$ cat src/rtl/register.sv
// Clock-enabled D register with asynchronous active-low clear.
// Q comes straight from the flops; no combinational path from D.
module register #(
  parameter int         N       = 7,
  parameter logic [N:0] RST_VAL = '0
) (
  input  logic       clk,
  input  logic       rst,
  input  logic       en,
  input  logic [N:0] D,
  output logic [N:0] Q
);

  logic [N:0] q_d;
  logic [N:0] q_q;

  always_comb begin
    q_d = q_q;
    if (en) q_d = D;
  end

  always_ff @(posedge clk or negedge rst) begin
    if (!rst) q_q <= RST_VAL;
    else      q_q <= q_d;
  end

  assign Q = q_q;

endmodule

$ cat config.mk
export PLATFORM = sky130hd
export DESIGN_NAME = register
export DESIGN_NICKNAME = d
export VERILOG_FILES = /design/src/rtl/register.sv
export SDC_FILE = /design/constraint.sdc
export NUM_CORES = 1
export LEC_CHECK = 0
export BUFFER_PORTS_ARGS = -buffer_cell sky130_fd_sc_hd__buf_2
export CAP_MARGIN = 5
export CORE_AREA = 3 3 40 42
export CTS_CLUSTER_DIAMETER = 100
export DETAILED_ROUTE_END_ITERATION = 10
export DIE_AREA = 0 0 43 45
export GPL_ROUTABILITY_DRIVEN = 0
export GPL_TIMING_DRIVEN = 0
export PLACE_DENSITY_LB_ADDON = 0.25
export REMOVE_ABC_BUFFERS = 1
export SLEW_MARGIN = 25
export SYNTH_ARGS = -nofsm -noshare
export SYNTH_HDL_FRONTEND = slang
export SYNTH_SLANG_ARGS = --single-unit
$ cat constraint.sdc
create_clock -name clk -period 0.8 [get_ports clk]
set_input_delay 0.16 -clock clk [delete_from_list [all_inputs] [get_ports clk]]
set_output_delay 0.16 -clock clk [all_outputs]
set_load 0.01 [all_outputs]
After elaboration in Yosys (flattened, before gate mapping). Index checks and enable logic that the tools add are counted.

Register bits after elaboration: 8. Bits of input ports: 11. Output and inout bits: 8.

Longest topological paths before layout. Gate-level depths: netlist of run 1.

Depth after elaboration: 0. Mapped depth: 2. Gate-level depth less buffers: 1.

Least setup slack after synthesis of run 1. No wires, ideal clock.

Kind: register to register. Start: register Q[0] (netlist name). End: register q_q[0] (netlist: Q[0]). Data arrival time: 0.654 ns. Setup slack: 0.021 ns. Stages on the path, launching flop included: 2. Path buffers: 0. Clock period less this slack: 0.779 ns. Path through: dfrtp_1 mux2_4.

RTL lines: to (signal assigned) (line 24) `else q_q <= q_d;`; to (decl) (line 15) `logic [N:0] q_q;`.

Worst setup path after layout of run 1.
Start: register q_q[2] (netlist: Q[2]). End: output Q[2].

RTL lines: to (decl) (line 11) `output logic [N:0] Q`.

No word-level cell between the ends.

==> impl_metrics.toml, run 1 <==
[route]
viasPerCell = 4.08
ant_nets = 0
wl_per_cell_um = 11.5
vias = 216
drt-initial-drc-count = 2
wl_um = 611
drc_errors = 0
drtPass1Iterations = 4

[layout]
largest_register_ff_count = 8
fin_cells = 53
antenna_cells = 0
final_cell_mix = "buf_2, dfrtp_1, mux2_4"
final_util = 0.364
area_growth_pct = 41.1
nets = 51
layout_commonest_cell = "buf_2"
final_cell_area_um2 = 468
drive_above_1_share = 0.763

[critical_path]
cpPeakStageDelay_ps = 380
crit_buf_inv = 1
critPathRequiredTime_ps = 640
crit_fanout = 2
cp-start-kind = "register"
critPathCaptureType = "primary output"
crit_chain = "buf_2"
cp_top_family = "flip-flops"
critPathKind = "reg -> out"
crit_slowest_cell = "dfrtp_1"
worst_ep_arrival_time_ps = 770

[floorplanning]
ios = 19
row_count = 13
fp.dieW_um = 43
die_area_um2 = 1940
die_h_um = 45
core-area_um2 = 1280
initial_core_util = 0.258

[timing]
finalCriticalPeriod_ps = 933
tightestPinTransition_ps = 268
setup_viol = 8
fmax_mhz = 1070
fin_skew_ps = 0
setup_slack_ps = -133
rsz0062_at_grt = "yes"
min_period_over_period = 1.17
hold_viol = 0
final_max_slew_viol_count = 0
slew_headroom = 0.821

[power_and_ir_drop]
power.density_nw_per_um2 = 2030
switching_share = 0.233
p_seq_frac = 0.490
p_sw_uw = 221
pwr-share-clk = 0.318
pwr-share-comb = 0.192
vdd_drop_max_v = 0.000769
p_int_uw = 729
totalPowerFinal_uw = 951
power_leakage_uw = 0.000250

[yosys]
ys_ff_latch = 8
post_synth_instance_area_um2 = 332
seq_area_frac_synth = 0.604
syn_avg_cell_area_um2 = 19.5
yosysWarnings = 0
synth_cell_types = 3
synthCells = 17

[clock_tree]
numClockSinks = 8
tritoncts = "yes"
clk_latency_ps = 250
cts-root-buf = "clkbuf_4"
cts_max_level = 1
postCtsSetupBuffers = 0
clk_pin_slew_ps = 50
clock_path_buffers = 2
cts_inserted_buffers = 3

[status]
violations = "negative setup slack"
status = "complete, but fails checks"

[global_route]
grt_overflow = 0
grtUsageTotal = 0.0866
grt_pass1_vias = 264
grt_max_degree = 9
antenna_found_initial = 0
grt_pass1_wl_um = 1130

[placement]
dpl_worst_slack_ps = -68.4
io_buffer_count = 18
placed_cell_area_um2 = 429
placed_cells = 49

[run]
drv_cap = 0

[min_path]
hp-class = "in -> reg"
## power by group through the flow
stage          logic, uW  clock network (uW)  registers, uW
2_1_floorplan       66.5                   0            493
3_3_place_gp         172                   0            470
3_5_place_dp         175                   0            472
4_1_cts              180                 321            465
5_1_grt              199                 337            471
6_report             182                 303            466
## metrics by stage
stage | hold slack (ps) | setup TNS (ps)
after floorplan | -136 | 0
after global placement | 2.15 | -335
after detailed placement | 13.7 | -521
after CTS | 128 | -1060
after global routing | 133 | -1230
final | 137 | -942
## synth_stat cells (all sizes together)
| library cell | instances | share of area |
|---|---|---|
| buf | 1 | 0.034 |
| dfrtp | 8 | 0.60 |
| mux2 | 8 | 0.36 |
## cell type report
class	count	area (um2)
repair buffers	19	106
clock buffers	3	22.5
fillers	128	817
flip-flops and latches	8	200
well taps	15	18.8
multi-input cells	8	120
## cell families after synthesis
family                 Yosys count  share of synthesized area
buffers and inverters            1                     0.0340
multiplexers                     8                      0.362
flip-flops                       8                      0.604
## layer usage
metal  vias up  global-route usage  share of wire
met5         -                   0              0
met4         0              0.0723              0
li1        100                   -              -
met1       100               0.107           0.49
met2        16               0.111           0.37
met3         0              0.0438           0.14
## final timing paths
kind / from / to / slack, ps / cells after the start
worst max-delay path: Q[2] / Q[2] / -130 / 1
worst min-delay path: D[0] / Q[0] / 140 / 2
worst max register to register: Q[4] / Q[4] / 30 / 1
worst min register to register: Q[7] / Q[7] / 500 / 1
max in group asynchronous: rst / Q[4] / 350 / 2
min in group asynchronous: rst / Q[3] / 280 / 2
## what timing repair did
item                                   in CTS  in global routing
gates resized for setup                     0                  1
endpoints found under the hold margin       8                  0
setup endpoints to repair                   8                  8
hold buffers                                1                  0
No activity file was read; power rests on OpenSTA's default activity.
==> run 2: changes to the inputs <==
Settings changed: CORE_AREA 3 3 40 42 to 2 2 39 41, DIE_AREA 0 0 43 45 to 0 0 41 43.
==> run 2 against run 1 <==
Net effect: the run still ends with negative setup slack left; sequential cell count unchanged; critical path depth did not move; cell count is 9.4% higher; total power is 4.3% higher; first-iteration DRC count stayed put; clock skew stayed put; critical endpoint is now Q[7]; largest power group unchanged; highest routed layer is now met4.
==> impl_metrics.toml, run 2 (synthesis gave the netlist of run 1 again) <==
[critical_path]
crit_slowest_cell = "dfrtp_1"
critPathCaptureType = "primary output"
reg2reg_depth = 2
critPathRequiredTime_ps = 640
crit_fanout = 2
worst_ep_arrival_time_ps = 770
cp_top_family = "flip-flops"
crit_chain = "buf_2"
r2r_slack_ps = -100
cpPeakStageDelay_ps = 380
critPathKind = "reg -> out"
cp-start-kind = "register"
timing.rr.start = "Q[3]"
r2r_end = "Q[3]"
crit_buf_inv = 1

[placement]
dp_hpwl_um = 519
dpl_worst_slack_ps = -90.4
placed_cells = 50
io_buffer_count = 18

[min_path]
worstHoldPathCells = 2
hp-class = "in -> reg"
hold_path_end = "Q[1]"
hp-start = "D[1]"

[route]
wl_per_cell_um = 12.9
viasPerCell = 4.10
drt-initial-drc-count = 2
drc_errors = 0
vias = 238
ant_nets = 0
drtPass1Iterations = 2
wl_um = 746

[layout]
drive_above_1_share = 0.786
layout_commonest_cell = "buf_2"
antenna_cells = 0
largest_register_ff_count = 8
area_growth_pct = 50.6
fin_cells = 58
final_cell_mix = "buf_2, dfrtp_1, mux2_4"
nets = 55

[timing]
min_period_over_period = 1.17
setup_viol = 12
fin_skew_ps = 0
hold_viol = 0
rsz0062_at_grt = "yes"
tightestPinTransition_ps = 284
finalCriticalPeriod_ps = 934
setup_slack_ps = -134
final_max_slew_viol_count = 0
fmax_mhz = 1070
slew_headroom = 0.811

[clock_tree]
clk_latency_ps = 250
cts_inserted_buffers = 3
clock_path_buffers = 2
tritoncts = "yes"
cts-root-buf = "clkbuf_4"
clk_pin_slew_ps = 50
cts_max_level = 1
numClockSinks = 8

[global_route]
grt_overflow = 0
grtUsageTotal = 0.116
grt_pass1_wl_um = 1170
grt_pass1_vias = 278
grt.busiest_layer = "met2"
grtUsageMet2 = 0.172
antenna_found_initial = 0
use_met1 = 0.108
grt_max_degree = 9
grtUsageMet3 = 0.0785

[power_and_ir_drop]
p_int_uw = 753
power_leakage_uw = 0.000270
totalPowerFinal_uw = 991
vdd_drop_max_v = 0.000728
power.density_nw_per_um2 = 1990
p_seq_frac = 0.471
pwr-share-clk = 0.314
pwr-share-comb = 0.215
switching_share = 0.240
p_sw_uw = 238

[floorplanning]
initial_core_util = 0.240
fp.dieW_um = 41
row_count = 14
die_area_um2 = 1760
ios = 19
core-area_um2 = 1380
die_h_um = 43

[status]
status = "complete, but fails checks"
violations = "negative setup slack"

[run]
drv_cap = 0
## run 2: area by class of cell
type                       instances  area, um2
sequential                         8        200
clock buffer                       3       22.5
timing repair buffer              23        136
tap                               16       20.0
multi-input combinational          8        120
fill                             140        885
## run 2: worst max-delay path by stage
stage | depth (start not counted) | slack, ps | start | endpoint
floorplan | 1 | 20 | Q[0] | Q[0]
global placement | 2 | -60 | en | Q[6]
detailed placement | 2 | -90 | en | Q[0]
CTS | 1 | -150 | Q[7] | Q[7]
global route | 1 | -180 | Q[0] | Q[0]
finish | 1 | -130 | Q[7] | Q[7]
## run 2: through the flow
step / setup TNS (ps) / area, um2 / utilization / hold WS [ps]
2_1_floorplan: 0 / 320 / - / -136
3_3_place_gp: -449 / 430 / 0.311 / 5.93
3_5_place_dp: -660 / 430 / 0.311 / 16.6
4_1_cts: -1430 / 493 / 0.356 / 126
5_1_grt: -1810 / 499 / 0.361 / 128
6_report: -1330 / 499 / 0.361 / 136
## run 2: what timing repair did
| action | in CTS | in global routing |
|---|---|---|
| setup buffers | 4 | 0 |
| pin swaps | 0 | 0 |
| hold endpoints to repair | 8 | 0 |
| resized for setup | 0 | 1 |
| hold buffers | 1 | 0 |
| setup endpoints to repair | 8 | 12 |
## run 2: power by group through the flow
stage	Combinational (uW)	Clock, uW	Sequential (uW)
after floorplan	66.5	0	493
after global placement	173	0	471
after detailed placement	177	0	473
after CTS	211	329	467
after global routing	233	356	475
final	213	311	467
## run 2: metal layers
metal,wire [um],part of all wire
met1,290,0.39
met2,367,0.49
met3,73,0.098
met4,14,0.019
met5,0,0
